`config.mk`:
```
export PLATFORM = sky130hd
export DESIGN_NAME = exc_pipeline_controller_flat
export DESIGN_NICKNAME = d
export VERILOG_FILES = /design/src/rtl/exc_pipeline_controller_if.sv /design/src/rtl/exc_pipeline_controller.sv /design/src/flat_wrapper.sv
export SDC_FILE = /design/constraint.sdc
export NUM_CORES = 1
export LEC_CHECK = 0
export BUFFER_PORTS_ARGS = -buffer_cell sky130_fd_sc_hd__buf_4
export CAP_MARGIN = 20
export CORE_MARGIN = 2
export CORE_UTILIZATION = 46
export CTS_BUF_LIST = sky130_fd_sc_hd__clkbuf_4 sky130_fd_sc_hd__clkbuf_8
export CTS_CLUSTER_SIZE = 8
export DETAILED_ROUTE_END_ITERATION = 7
export GPL_ROUTABILITY_DRIVEN = 0
export PLACE_DENSITY = 0.88
export SLEW_MARGIN = 20
export SYNTH_ARGS = -nofsm -noshare
export SYNTH_HDL_FRONTEND = slang
export SYNTH_SLANG_ARGS = --single-unit
```
`constraint.sdc`:
```
create_clock -name clk -period 2 [get_ports clk]
set_input_delay 0.2 -clock clk [delete_from_list [all_inputs] [get_ports clk]]
set_output_delay 0.2 -clock clk [all_outputs]
set_load 0.01 [all_outputs]
```
`src/rtl/exc_pipeline_controller_if.sv`:
```
// Pipeline-to-exception-controller bundle: M/D-stage requests in, stage enables/clears and exception state out.
// master = pipeline datapath side, slave = exception controller.
interface exc_pipeline_controller_if;
  logic        exc_M;
  logic [4:0]  exc_code_M;
  logic [31:0] PC_M;
  logic        mem_busy;
  logic        eret_D;
  logic        EN_F, EN_D, EN_E, EN_M, EN_W;
  logic        CLR_D, CLR_E, CLR_M, CLR_W;
  logic [1:0]  PC_sel;
  logic [31:0] EPC;
  logic [4:0]  Cause;
  logic        exc_active;

  modport master (
    output exc_M, exc_code_M, PC_M, mem_busy, eret_D,
    input  EN_F, EN_D, EN_E, EN_M, EN_W, CLR_D, CLR_E, CLR_M, CLR_W,
    input  PC_sel, EPC, Cause, exc_active
  );

  modport slave (
    input  exc_M, exc_code_M, PC_M, mem_busy, eret_D,
    output EN_F, EN_D, EN_E, EN_M, EN_W, CLR_D, CLR_E, CLR_M, CLR_W,
    output PC_sel, EPC, Cause, exc_active
  );
endinterface

```
`src/rtl/exc_pipeline_controller.sv`:
```
// Exception/ERET sequencer for a 5-stage pipeline: drains a busy memory access, flushes, redirects PC.
// Latency: enables/clears are combinational from state; EPC/Cause/exc_active update on the capturing edge.
// Backpressure: mem_busy stalls F..M and bubbles W; a stall of STALL_LIMIT cycles raises a bus-timeout exception.
module exc_pipeline_controller #(
  parameter logic [7:0] STALL_LIMIT  = 8'd255,
  parameter logic [4:0] TIMEOUT_CODE = 5'd7
) (
  input  logic                      clk,
  input  logic                      rst_n,
  exc_pipeline_controller_if.slave  bus
);

  localparam logic [1:0] RUN   = 2'd0;
  localparam logic [1:0] DRAIN = 2'd1;
  localparam logic [1:0] FLUSH = 2'd2;
  localparam logic [1:0] ERET  = 2'd3;

  logic [1:0]  state, state_nxt;
  logic [7:0]  stall_cnt, stall_cnt_nxt, stall_cnt_inc;
  logic [31:0] epc_q;
  logic [4:0]  cause_q;
  logic        exc_active_q;
  logic        timeout, take_exc, stall;
  logic [4:0]  en;
  logic [3:0]  clr;
  logic [1:0]  pc_sel;

  assign stall         = bus.mem_busy;
  assign timeout       = bus.mem_busy && (stall_cnt == STALL_LIMIT);
  assign take_exc      = (state == RUN) && (bus.exc_M || timeout) && !exc_active_q;
  assign stall_cnt_inc = (stall_cnt == STALL_LIMIT) ? stall_cnt : stall_cnt + 8'd1;

  always_comb begin
    state_nxt = state;
    case (state)
      RUN: begin
        if (take_exc && timeout && !bus.exc_M) state_nxt = FLUSH;
        else if (take_exc && bus.mem_busy)     state_nxt = DRAIN;
        else if (take_exc)                     state_nxt = FLUSH;
        else if (bus.eret_D && !stall)         state_nxt = ERET;
      end
      DRAIN:   if (!bus.mem_busy || timeout) state_nxt = FLUSH;
      default: state_nxt = RUN;
    endcase
  end

  always_comb begin
    stall_cnt_nxt = bus.mem_busy ? stall_cnt : 8'd0;
    case (state)
      RUN:   stall_cnt_nxt = bus.mem_busy ? stall_cnt_inc : 8'd0;
      DRAIN: stall_cnt_nxt = (state_nxt != DRAIN || !bus.mem_busy) ? 8'd0 : stall_cnt_inc;
      default: ;
    endcase
  end

  // Outputs fall back to free-running values whenever reset is asserted, independent of clk.
  always_comb begin
    en     = 5'b11111;
    clr    = 4'b0000;
    pc_sel = 2'b00;
    if (rst_n) begin
      case (state)
        RUN: begin
          en  = {{4{!stall}}, 1'b1};
          clr = {3'b000, stall};
        end
        DRAIN: begin
          en  = 5'b00001;
          clr = 4'b0001;
        end
        FLUSH: begin
          clr    = 4'b1111;
          pc_sel = 2'b01;
        end
        default: begin
          clr    = 4'b1000;
          pc_sel = 2'b10;
        end
      endcase
    end
  end

  always_ff @(posedge clk or negedge rst_n) begin
    if (!rst_n) begin
      state        <= RUN;
      stall_cnt    <= 8'd0;
      epc_q        <= 32'd0;
      cause_q      <= 5'd0;
      exc_active_q <= 1'b0;
    end else begin
      state     <= state_nxt;
      stall_cnt <= stall_cnt_nxt;
      if (take_exc) begin
        epc_q   <= bus.PC_M;
        cause_q <= bus.exc_M ? bus.exc_code_M : TIMEOUT_CODE;
      end
      if (state_nxt == FLUSH && state != FLUSH) exc_active_q <= 1'b1;
      else if (state_nxt == ERET)               exc_active_q <= 1'b0;
    end
  end

  assign {bus.EN_F, bus.EN_D, bus.EN_E, bus.EN_M, bus.EN_W} = en;
  assign {bus.CLR_D, bus.CLR_E, bus.CLR_M, bus.CLR_W}       = clr;
  assign bus.PC_sel     = pc_sel;
  assign bus.EPC        = epc_q;
  assign bus.Cause      = cause_q;
  assign bus.exc_active = exc_active_q;

endmodule

```
`src/flat_wrapper.sv`:
```
// flat-port wrapper written by rule: the top's interface ports become plain ports
module exc_pipeline_controller_flat 
#(
  parameter logic [7:0] STALL_LIMIT  = 8'd255,
  parameter logic [4:0] TIMEOUT_CODE = 5'd7
)
  (clk, rst_n, bus_exc_M, bus_exc_code_M, bus_PC_M, bus_mem_busy, bus_eret_D, bus_EN_F, bus_EN_D, bus_EN_E, bus_EN_M, bus_EN_W, bus_CLR_D, bus_CLR_E, bus_CLR_M, bus_CLR_W, bus_PC_sel, bus_EPC, bus_Cause, bus_exc_active);
  exc_pipeline_controller_if bus_i ();
  input  logic clk;
  input  logic rst_n;
  input wire logic [$bits(bus_i.exc_M)-1:0] bus_exc_M;
  input wire logic [$bits(bus_i.exc_code_M)-1:0] bus_exc_code_M;
  input wire logic [$bits(bus_i.PC_M)-1:0] bus_PC_M;
  input wire logic [$bits(bus_i.mem_busy)-1:0] bus_mem_busy;
  input wire logic [$bits(bus_i.eret_D)-1:0] bus_eret_D;
  output wire logic [$bits(bus_i.EN_F)-1:0] bus_EN_F;
  output wire logic [$bits(bus_i.EN_D)-1:0] bus_EN_D;
  output wire logic [$bits(bus_i.EN_E)-1:0] bus_EN_E;
  output wire logic [$bits(bus_i.EN_M)-1:0] bus_EN_M;
  output wire logic [$bits(bus_i.EN_W)-1:0] bus_EN_W;
  output wire logic [$bits(bus_i.CLR_D)-1:0] bus_CLR_D;
  output wire logic [$bits(bus_i.CLR_E)-1:0] bus_CLR_E;
  output wire logic [$bits(bus_i.CLR_M)-1:0] bus_CLR_M;
  output wire logic [$bits(bus_i.CLR_W)-1:0] bus_CLR_W;
  output wire logic [$bits(bus_i.PC_sel)-1:0] bus_PC_sel;
  output wire logic [$bits(bus_i.EPC)-1:0] bus_EPC;
  output wire logic [$bits(bus_i.Cause)-1:0] bus_Cause;
  output wire logic [$bits(bus_i.exc_active)-1:0] bus_exc_active;
  assign bus_i.exc_M = bus_exc_M;
  assign bus_i.exc_code_M = bus_exc_code_M;
  assign bus_i.PC_M = bus_PC_M;
  assign bus_i.mem_busy = bus_mem_busy;
  assign bus_i.eret_D = bus_eret_D;
  assign bus_EN_F = bus_i.EN_F;
  assign bus_EN_D = bus_i.EN_D;
  assign bus_EN_E = bus_i.EN_E;
  assign bus_EN_M = bus_i.EN_M;
  assign bus_EN_W = bus_i.EN_W;
  assign bus_CLR_D = bus_i.CLR_D;
  assign bus_CLR_E = bus_i.CLR_E;
  assign bus_CLR_M = bus_i.CLR_M;
  assign bus_CLR_W = bus_i.CLR_W;
  assign bus_PC_sel = bus_i.PC_sel;
  assign bus_EPC = bus_i.EPC;
  assign bus_Cause = bus_i.Cause;
  assign bus_exc_active = bus_i.exc_active;
  exc_pipeline_controller #(.STALL_LIMIT(STALL_LIMIT), .TIMEOUT_CODE(TIMEOUT_CODE)) u_core (.clk(clk), .rst_n(rst_n), .bus(bus_i));
endmodule
```
Word-level counts from Yosys, hierarchy flattened. Cells that the tools add are included.

Bits in writable memories: 0. Register bits after elaboration: 48. Memories: 0. Input port bits: 42. Bits in latches: 0. Word-level logic and storage cells: 51. ROM bits: 0. Output and inout port bits: 49.

Div/mod/pow operators: 0. Shift operators: 0. Multiply operators: 0. Mux-type cells: 20. Add/sub/neg operators: 1. Bitwise operators: 0. Reduce and logical (&&, ||, !) cells: 17. Eq/ne operators: 8. Order comparisons: 0.

Operator list (number): 2-to-1 mux 8 bit (4); case mux 8 bit (2 select lines) (1); 2-to-1 mux 2 bit (6); case mux 4 bit (3 select lines) (1); 2-to-1 mux 5 bit (2); case mux 5 bit (2 select lines) (1); adder 8 x 1 -> 8 bit (second input constant) (1); == test 8 bit (second input constant) (1); logical AND 1 bit (8); case mux 2 bit (2 select lines) (2); == test 2 bit (second input constant) (3); 2-to-1 mux 4 bit (1); logical NOT 1 bit (3); logical OR 1 bit (3); inequality test 3 x 1 -> 1 bit (second input constant) (1); == test 2 x 1 -> 1 bit (second input constant) (1); logical NOT 2 bit (1); 2-to-1 mux 1 bit (2); inequality test 2 x 1 -> 1 bit (second input constant) (1); inequality test 2 bit (second input constant) (1); nonzero test 2 bit (1); OR reduction 2 bit (1).

Logic depth before layout (Yosys ltp). Gate-level depths: netlist of run 1.

Depth in word-level cells: 13. Depth in mapped cells: 8. Gate-level depth less buffers: 7.

Worst setup path after synthesis of run 1. No wires, ideal clock.

Path kind: register to register. From: register u_core.state[0]. To: register u_core.epc_q[10] (netlist: u_core.bus.EPC[10]). Path buffers: 2. Data arrival time: 1940 ps. Setup slack: -64 ps. Stages on the path, launching flop included: 8. Cell sequence: dfrtp_1 > inv_1 > ha_1 > clkbuf_1 > nand2_1 > o31ai_4 > buf_6 > mux2_2.

Word-level cells in the longest chain between the ends: 3.

Ends and longest elaborated chain: from (decl) (line exc_pipeline_controller.sv:18) `logic [1:0] state, state_nxt;`; from (signal assigned) (line exc_pipeline_controller.sv:91) `state <= state_nxt;`; logical NOT 2 bit (line exc_pipeline_controller.sv:30) `assign take_exc = (state == RUN) && (bus.exc_M || timeout) && !exc_active_q;`; logical AND 1 bit (2 in a row) (line exc_pipeline_controller.sv:30); to (signal assigned) (line exc_pipeline_controller.sv:94) `epc_q <= bus.PC_M;`; to (decl) (line exc_pipeline_controller.sv:20) `logic [31:0] epc_q;`.

No other way between the ends. A chain may end at the register's enable or synchronous reset.

Worst setup path after layout of run 1.
From: register u_core.stall_cnt[0]. To: register u_core.epc_q[25] (netlist: u_core.bus.EPC[25]).

Word-level cells in the longest chain between the ends: 5.

Ends and longest elaborated chain: from (decl) (line exc_pipeline_controller.sv:19) `logic [7:0] stall_cnt, stall_cnt_nxt, stall_cnt_inc;`; from (signal assigned) (line exc_pipeline_controller.sv:92) `stall_cnt <= stall_cnt_nxt;`; == test 8 bit (line exc_pipeline_controller.sv:29) `assign timeout = bus.mem_busy && (stall_cnt == STALL_LIMIT);`; logical AND 1 bit (line exc_pipeline_controller.sv:29); logical OR 1 bit (line exc_pipeline_controller.sv:30); logical AND 1 bit (2 in a row) (line exc_pipeline_controller.sv:30).

No other way between the ends.

==> metrics.txt, run 1 <==
Post-Route WL 5850 um; port buffer count slightly below 90; Max Slew Vio Count 0; Finished Core Util between 60% and 70%; core area around 0.0050 mm2; Synth area leaders dfrtp_1 (50%), mux2_2 (14%), ha_1 (3.2%); Inst Count DP around 360; critical path cell sequence ha_4 -> and3_4 -> nand2_4 -> o31ai_4 -> clkbuf_16 -> buf_8 -> mux2_2; type of origin of the critical path register; Synth warnings 0; Max Cap Viol 0; Final Setup Violations 0; syn nets approximately 260; Clock Path Buffers 2; Via Count 2006; IO Count 91; syn avg cell area approximately 12 um2; GRT Util Overall about a fifth; H-tree depth 2; clock skew 0.00997 ns; fin crit share between 90 and 100%; Distinct cells, synth 47; vias in the first global route 1868; fmax ~510 MHz; Post-synth EDFFs 0; Via density 5.21; Top delay family on crit path flip-flops; crit path kind register to register; Final Non-Filler Cells slightly below 400; Worst Path Max Fanout 7; arrival time worst endpoint around 2.2 ns; asr flop ratio synth 100%; Filler Cells Inserted 380; area share of the largest cell type after synthesis between 50% and 60%; Seq/Total Area, Yosys between 50 and 60%; Hold WC Path Type input pin to register; initial antenna violation count 0; met1 Track Usage GR ~25%; die area between 0.005 and 0.006 mm2; clock slew seen by the registers of the worst setup and hold paths around 0.09 ns; synthesized area around 0.0024 mm2; worst path buffer plus inverter count 2; Die Span Y around 76 um; Worst VDD drop just under 0.7 mV; Post-synth top cells dfrtp_1 (48), mux2_2 (30), nand2_1 (13); CP max stage cell dfrtp_1; clk_lat worst skew around 0.30 ns; Yosys reg bits between 40 and 50; Top FF cell, synth dfrtp_1; final hold slack 0.0978 ns; RSZ-0062 raised after global routing true; layout cells sized above 1 50.8%; slowest cell delay on critical path approximately 0.4 ns; Final #Nets 362; WP data required between 2 and 2.5 ns; Pleak between 0.0015 and 0.002 uW; most used routing layer met2; detailed router's first-iteration violation count between 100 and 150; Clock Root Buffer clkbuf_8; number of remaining DRC errors 0; first-pass GRT wire length 9160 um; Pwr Density approximately 1400 mW/mm2; synthesis-to-finish area growth 42.5%; status complete, no violations; remaining antenna violation count 0; gr ovfl total 0; Starting Density a little under half; Syn Inst Count ~210; Post-DP HPWL 4110 um; CTS Buf Count 5; crit end category register; Routed wire per std cell around 15 um; # rows 26; most frequent cell after synthesis dfrtp_1; largest net degree at the start of global routing 38; Final Hold Viols 0; M3 GR Usage 4.52%; diode count 0; Sink Count 48; min Tclk post-route 1.97 ns; TritonCTS clock tree done; Yosys top cell by area dfrtp_1; met2 Use GR between 30% and 40%; chip width between 70 and 80 um; TritonRoute pass-1 iters 4
==> registers in the layout (all words and copies together) (netlist names) <==
register               flops
u_core.state               2
u_core.bus.Cause           5
u_core.bus.exc_active      1
u_core.stall_cnt           8
u_core.bus.EPC            32
==> kinds of logic after synthesis <==
family	after synthesis	synth area share (%)
AND/OR/NAND/NOR	51	11.4
multiplexers	33	15.6
XOR/XNOR	1	0.368
adder cells (fa/ha/maj)	6	3.15
AO/OA/AOI/OAI	45	13.3
other	1	0.157
buffers and inverters	22	5.57
flip-flops	48	50.4
==> layer usage <==
| metal | wire length [um] | share of wire, % | vias up |
|---|---|---|---|
| met4 | 100 | 1.7 | 0 |
| met5 | 0 | 0 | - |
| met3 | 358 | 6.1 | 10 |
| met1 | 2390 | 41 | 949 |
| met2 | 3000 | 51 | 94 |
| li1 | - | - | 953 |
==> final cells by class <==
type	count	area, um2	area share, %
sequential	48	1200	35.4
multi-input combinational	137	1080	31.7
timing repair buffer	114	900	26.5
clock buffer	7	90.1	2.65
tap	70	87.6	2.58
inverter	8	30.0	0.884
clock inverter	1	7.51	0.221
==> final timing paths <==
check	from	endpoint	slack, ns	cells after the start
hold reg to reg	u_core.bus.EPC[31]$_DFFE_PN0P_	u_core.bus.EPC[31]$_DFFE_PN0P_	0.49	1
setup reg to reg	u_core.stall_cnt[0]$_DFFE_PN0P_	u_core.bus.EPC[25]$_DFFE_PN0P_	0.03	7
hold / removal	bus_exc_code_M[3]	u_core.bus.Cause[3]$_DFFE_PN0P_	0.1	3
setup / recovery	u_core.stall_cnt[0]$_DFFE_PN0P_	u_core.bus.EPC[25]$_DFFE_PN0P_	0.03	7
min in group asynchronous	rst_n	u_core.bus.exc_active$_DFFE_PN0P_	0.32	2
max in group asynchronous	rst_n	u_core.stall_cnt[4]$_DFFE_PN0P_	1.00	3
==> worst min-delay path: stages <==
cell and delay [ns]:
buf_4 0.08, nand2_1 0.03, o21ai_0 0.06
==> timing repair <==
action,CTS,global route
endpoints found under the hold margin,19,0
pin swaps,0,4
setup endpoints to repair,5,37
gates cloned,0,1
buffers inserted,0,11
gates resized for setup,3,8
hold buffers,1,0
==> report_power, final <==
part | internal [uW] | total [uW] | switching, uW
Clock | 295 | 608 | 313
Sequential | 1400 | 1640 | 241
Combinational | 1360 | 2460 | 1100
==> cells in the final DEF (no fill, tap or decap), drive strengths merged, types with 2 or more instances in the layout <==
cell type	count
o21a	2
dfrtp	48
clkbuf	8
buf	112
a211oi	2
ha	6
a22o	2
o21ai	10
nand4	2
a31oi	3
o22a	3
mux2	33
and2	4
nor2b	4
o31ai	4
a21oi	10
nand2	14
inv	8
and3	2
nor2	11
nand3	5
==> per-stage QoR <==
stage	power [uW]	cell area [um2]	setup WS [ns]	setup TNS, ns
after CTS	4580	3260	0.0154	0
final	4710	3400	0.0315	0
after global routing	5000	3400	-0.0261	-0.173
after floorplan	2880	2390	0.0119	0
after detailed placement	3940	3140	0.0298	0
after global placement	3840	3140	0.0918	0
(Power assumes the default switching activity.)
==> inputs of run 2 (changes only) <==
--- a/config.mk
+++ b/config.mk
@@ -8,12 +8,12 @@
 export BUFFER_PORTS_ARGS = -buffer_cell sky130_fd_sc_hd__buf_4
 export CAP_MARGIN = 20
 export CORE_MARGIN = 2
-export CORE_UTILIZATION = 46
+export CORE_UTILIZATION = 51
 export CTS_BUF_LIST = sky130_fd_sc_hd__clkbuf_4 sky130_fd_sc_hd__clkbuf_8
 export CTS_CLUSTER_SIZE = 8
 export DETAILED_ROUTE_END_ITERATION = 7
 export GPL_ROUTABILITY_DRIVEN = 0
-export PLACE_DENSITY = 0.88
+export PLACE_DENSITY = 0.92
 export SLEW_MARGIN = 20
 export SYNTH_ARGS = -nofsm -noshare
 export SYNTH_HDL_FRONTEND = slang
==> constraint.sdc (replaced) <==
create_clock -name clk -period 1.95 [get_ports clk]
set_input_delay 0.195 -clock clk [delete_from_list [all_inputs] [get_ports clk]]
set_output_delay 0.195 -clock clk [all_outputs]
set_load 0.01 [all_outputs]
==> run 2 against run 1 <==
Against the previous run: worst setup slack better by 0.021 ns; hold slack better by 0.011 ns; combinational power is 3% higher; largest power group unchanged; critical endpoint unchanged; sequential cell count stayed put; first-iteration DRC count is 19% higher.
==> metrics.txt, run 2 (synthesis gave the netlist of run 1 again) <==
first-pass GRT wire length 9800 um (was 9160 um); Clock Path Buffers 2 (unchanged); core area 0.00441 mm2 (was 0.00504 mm2); Pleak 0.00156 uW (was 0.00159 uW); initial antenna violation count 0 (unchanged); fin crit share 97.3% (was 98.4%); largest net degree at the start of global routing 38 (unchanged); final setup TNS 0 ns (unchanged); min Tclk post-route 1.90 ns (was 1.97 ns); remaining antenna violation count 0 (unchanged); critical path cell sequence ha_1 -> and3_2 -> nand2_4 -> o31ai_4 -> buf_12 -> mux2_2 (was ha_4 -> and3_4 -> nand2_4 -> o31ai_4 -> clkbuf_16 -> buf_8 -> mux2_2); port buffer count 89 (unchanged); Final Hold Viols 0 (unchanged); Via density 5.72 (was 5.21); clock skew 0.0156 ns (was 0.00997 ns); arrival time worst endpoint 2.09 ns (was 2.16 ns); Finished Core Util 75.1% (was 67.3%); clock slew seen by the registers of the worst setup and hold paths 0.10 ns (was 0.09 ns); Internal 3160 uW (was 3060 uW); number of remaining DRC errors 0 (unchanged); M3 GR Usage 5.56% (was 4.52%); most used routing layer met2 (unchanged); FF-to-FF setup slack 0.05 ns (was 0.03 ns); detailed router's first-iteration violation count 148 (was 124); vias in the first global route 1976 (was 1868); layout cells sized above 1 51.5% (was 50.8%); placed cell area 0.00313 mm2 (was 0.00314 mm2); CP max stage cell dfrtp_1 (unchanged); Starting Density 54.0% (was 47.2%); clk_lat worst skew 0.31 ns (was 0.30 ns); fmax 527 MHz (was 508 MHz); slowest cell delay on critical path 0.41 ns (was 0.40 ns); diode count 0 (unchanged); Hold WC Path Type input pin to register (unchanged); Post-DP HPWL 4370 um (was 4110 um); Net Sw Frac 36.3% (was 35.0%); die area 0.00523 mm2 (was 0.00577 mm2); clock power share 14.6% (was 12.9%); met2 Use GR 41.0% (was 32.7%); Routed wire per std cell 17.3 um (was 15.2 um); Sink Count 48 (unchanged); TritonCTS clock tree done (unchanged); IO Count 91 (unchanged); synthesis-to-finish area growth 39.1% (was 42.5%); most frequent cells in the layout buf_4 (104), dfrtp_1 (47), mux2_2 (30) (was buf_4 (109), dfrtp_1 (46), mux2_2 (30)); Clock Root Buffer clkbuf_8 (unchanged); WP data required 2.14 ns (was 2.19 ns); chip width 72.3 um (was 76.0 um); crit path kind register to register (unchanged); RSZ-0062 raised after global routing false (was true); Post-Route WL 6210 um (was 5850 um); H-tree depth 2 (unchanged); CTS Buf Count 5 (unchanged); Max Cap Viol 0 (unchanged); Final Setup Violations 0 (unchanged); Final #Nets 354 (was 362); Worst VDD drop 0.834 mV (was 0.687 mV); Pwr Density 1500 mW/mm2 (was 1390 mW/mm2); sequential share of power 34.4% (was 34.9%); TritonRoute pass-1 iters 4 (unchanged); Combinational Power Share 51.0% (was 52.2%); Worst Path Max Fanout 37 (was 7); P_sw 1800 uW (was 1650 uW); Max Slew Vio Count 0 (unchanged); fin area 0.00331 mm2 (was 0.00340 mm2); gr ovfl total 0 (unchanged); status complete, no violations (unchanged); most common cell after layout, fill and taps aside buf_4 (unchanged); final hold slack 0.109 ns (was 0.0978 ns); max reg flops 32 (unchanged); type of origin of the critical path register (unchanged); met1 Track Usage GR 30.4% (was 25.1%); Die Span Y 72.3 um (was 76.0 um); # rows 24 (was 26); crit end category register (unchanged); Via Count 2053 (was 2006); GRT Util Overall 24.6% (was 19.5%)
run 2: area by class of cell:
class	instances	area (um2)
clock inverter	3	42.5
clock buffer	5	68.8
inverter	8	32.5
fill	275	1100
multi-input combinational	137	1090
tap	52	65.1
timing repair buffer	106	811
sequential	48	1200
run 2: metrics by stage:
stage               power, uW  std cells  setup slack (ns)
global placement         3970        347             0.128
CTS                      4860        356            0.0180
global route             5230        359           0.00330
floorplan                2960        207          -0.00667
detailed placement       4080        347             0.114
finish                   4960        359            0.0529
run 2: worst max-delay path: cells and delay by family (launching register included):
family          cells  cell delay (ns)
compound gates      1             0.21
fa+ha+maj           1             0.20
buf+inv             1             0.25
flops               1             0.41
mux                 1             0.37
simple gates        2             0.33
run 2: final timing paths:
check,start,endpoint,cells after the start
max,u_core.stall_cnt[1]$_DFFE_PN0P_,u_core.bus.EPC[25]$_DFFE_PN0P_,6
min,bus_PC_M[31],u_core.bus.EPC[31]$_DFFE_PN0P_,2
max reg2reg,u_core.stall_cnt[1]$_DFFE_PN0P_,u_core.bus.EPC[25]$_DFFE_PN0P_,6
min reg2reg,u_core.bus.EPC[31]$_DFFE_PN0P_,u_core.bus.EPC[31]$_DFFE_PN0P_,1
max in group asynchronous,rst_n,u_core.bus.Cause[3]$_DFFE_PN0P_,3
min in group asynchronous,rst_n,u_core.stall_cnt[1]$_DFFE_PN0P_,2
run 2: timing repair:
item                                    CTS  global route
hold endpoints to repair                 21             0
buffers inserted                          0             4
gates cloned                              0             0
hold buffers                              1             0
pin swaps                                 0             3
gates resized for setup                   6             6
endpoints found under the setup margin    5            38
run 2: power by group through the flow:
stage / Clock [uW] / Combinational (uW) / Sequential (uW)
final: 724 / 2530 / 1710
after global routing: 775 / 2710 / 1750
after CTS: 730 / 2430 / 1710
after detailed placement: 0 / 2360 / 1720
after global placement: 0 / 2270 / 1690
after floorplan: 0 / 1060 / 1900
run 2: routing by layer:
metal / vias up / wire [um]
met5: - / 0
met4: 0 / 136
met3: 13 / 609
met2: 128 / 3110
met1: 977 / 2350
li1: 935 / -
==> inputs of run 3 (changes only) <==
--- a/config.mk
+++ b/config.mk
@@ -10,7 +10,6 @@
 export CORE_MARGIN = 2
 export CORE_UTILIZATION = 51
 export CTS_BUF_LIST = sky130_fd_sc_hd__clkbuf_4 sky130_fd_sc_hd__clkbuf_8
-export CTS_CLUSTER_SIZE = 8
 export DETAILED_ROUTE_END_ITERATION = 7
 export GPL_ROUTABILITY_DRIVEN = 0
 export PLACE_DENSITY = 0.92
==> constraint.sdc (replaced) <==
create_clock -name clk -period 1.95 [get_ports clk]
set_input_delay 0.195 -clock clk [delete_from_list [all_inputs] [get_ports clk]]
set_output_delay 0.195 -clock clk [all_outputs]
set_load 0.1 [all_outputs]
==> run 3 against run 2 <==
Against the previous run: critical endpoint is now bus_CLR_W; cell count up 1.7%; the run now ends with setup timing left; sequential cell count stayed put; hold slack better by 0.0095 ns; global-route usage grew 3.2 points.
==> metrics.txt, run 3 (synthesis gave the netlist of run 1 again) <==
status finished, violations left (was complete, no violations); failing checks setup timing; fmax 511 MHz (was 527 MHz); fin area 0.00361 mm2 (was 0.00331 mm2); synthesis-to-finish area growth 51.6% (was 39.1%); crit end category output pin (was register); fin crit share 100% (was 97.3%); Die Span Y 72.3 um (unchanged); Max Cap Viol 0 (unchanged); gr ovfl total 0 (unchanged); IO Count 91 (unchanged); Worst Path Max Fanout 8 (was 37); clock skew 0.00594 ns (was 0.0156 ns); Routed wire per std cell 21.9 um (was 17.3 um); type of origin of the critical path register (unchanged); remaining antenna violation count 0 (unchanged); Final Hold Viols 0 (unchanged); # rows 24 (unchanged); diode count 0 (unchanged); Hold WC Path Type input pin to register (unchanged); WP data required 1.75 ns (was 2.14 ns); Rel. slew slack 65.9%; vias in the first global route 2220 (was 1976); CTS Buf Count 5 (unchanged); detailed router's first-iteration violation count 271 (was 148); TritonRoute pass-1 iters 4 (unchanged); largest net degree at the start of global routing 43 (was 38); Clock Root Buffer clkbuf_8 (unchanged); Clock Path Buffers 2 (unchanged); Post-Route WL 8000 um (was 6210 um); Post-DP HPWL 4570 um (was 4370 um); Starting Density 54.0% (unchanged); crit path kind register to output pin (was register to register); Max Slew Vio Count 0 (unchanged); min Tclk post-route 1.96 ns (was 1.90 ns); GRT Util Overall 27.8% (was 24.6%); core area 0.00441 mm2 (unchanged); final hold slack 0.119 ns (was 0.109 ns); Via Count 2241 (was 2053); Sink Count 48 (unchanged); die area 0.00523 mm2 (unchanged); placed cell area 0.00325 mm2 (was 0.00313 mm2); final worst setup slack -0.00840 ns (was 0.0529 ns); Via density 6.14 (was 5.72); initial antenna violation count 0 (unchanged); most common cell after layout, fill and taps aside buf_4 (unchanged); RSZ-0062 raised after global routing true (was false); number of remaining DRC errors 0 (unchanged); chip width 72.3 um (unchanged); clk_lat worst skew 0.30 ns (was 0.31 ns); layout cells sized above 1 54.6% (was 51.5%); H-tree depth 2 (unchanged); most frequent cells in the layout buf_4 (98), dfrtp_1 (46), mux2_4 (22) (was buf_4 (104), dfrtp_1 (47), mux2_2 (30)); clock slew seen by the registers of the worst setup and hold paths 0.09 ns (was 0.10 ns); first-pass GRT wire length 11100 um (was 9800 um); worst-margin pin slew approximately 0.51 ns; arrival time worst endpoint 1.76 ns (was 2.09 ns); port buffer count 89 (unchanged); max reg flops 32 (unchanged); Final Setup Violations 1 (was 0); TritonCTS clock tree done (unchanged); Final #Nets 360 (was 354)
## run 3: stage by stage
| stage | instances | util (%) | TNS [ns] | setup WS, ns |
|---|---|---|---|---|
| global route | 365 | 81.8 | -1.93 | -0.0763 |
| floorplan | 207 | - | -1.19 | -0.195 |
| detailed placement | 346 | 73.6 | 0 | 0.00817 |
| global placement | 346 | 73.6 | 0 | 0.0782 |
| CTS | 358 | 78.6 | 0 | 0.00243 |
| finish | 365 | 81.8 | -0.00840 | -0.00840 |
## run 3: final cells by class
type / instances / area (um2)
Tap cell: 52 / 65.1
Clock inverter: 2 / 15.0
Timing Repair Buffer: 112 / 1000
Sequential cell: 48 / 1200
Multi-Input combinational cell: 137 / 1210
Clock buffer: 6 / 82.6
Inverter: 8 / 32.5
Fill cell: 195 / 802
## run 3: repair_timing
| action | 4_1_cts | 5_1_grt |
|---|---|---|
| buffers inserted | 3 | 4 |
| pin swaps | 2 | 6 |
| hold endpoints to repair | 6 | 0 |
| resized for setup | 18 | 12 |
| gates cloned | 0 | 3 |
| hold buffers | 1 | 0 |
| setup endpoints to repair | 5 | 40 |
## run 3: critical path, stage by stage (launching register included)
cell	delay [ns]
dfrtp_2	0.43
inv_2	0.09
ha_4	0.22
inv_4	0.06
nor2_4	0.13
nor2_2	0.08
nor3b_4	0.25
buf_12	0.21
## run 3: path summary, 6_finish.rpt
path | start | end | slack, ns | cells after the start
max | u_core.state[0]$_DFF_PN0_ | bus_CLR_W | -0.008 | 7
max reg2reg | u_core.state[0]$_DFF_PN0_ | u_core.bus.EPC[17]$_DFFE_PN0P_ | 0 | 7
min reg2reg | u_core.bus.Cause[1]$_DFFE_PN0P_ | u_core.bus.Cause[1]$_DFFE_PN0P_ | 0.52 | 1
max in group asynchronous | rst_n | u_core.stall_cnt[7]$_DFFE_PN0P_ | 0.90 | 3
min | bus_PC_M[9] | u_core.bus.EPC[9]$_DFFE_PN0P_ | 0.12 | 2
min in group asynchronous | rst_n | u_core.state[1]$_DFF_PN0_ | 0.30 | 2
## run 3: metal layers
layer / vias to the layer above / track usage [%] / share of wire, %
li1: 952 / - / -
met1: 1098 / 31.3 / 37
met2: 151 / 51.1 / 51
met3: 40 / 5.97 / 7.7
met4: 0 / 10.7 / 4.2
met5: - / 0 / 0
Power of run 3 is not shown: default switching activity piles up to over one toggle a cycle in this logic, so the estimate is an artifact.
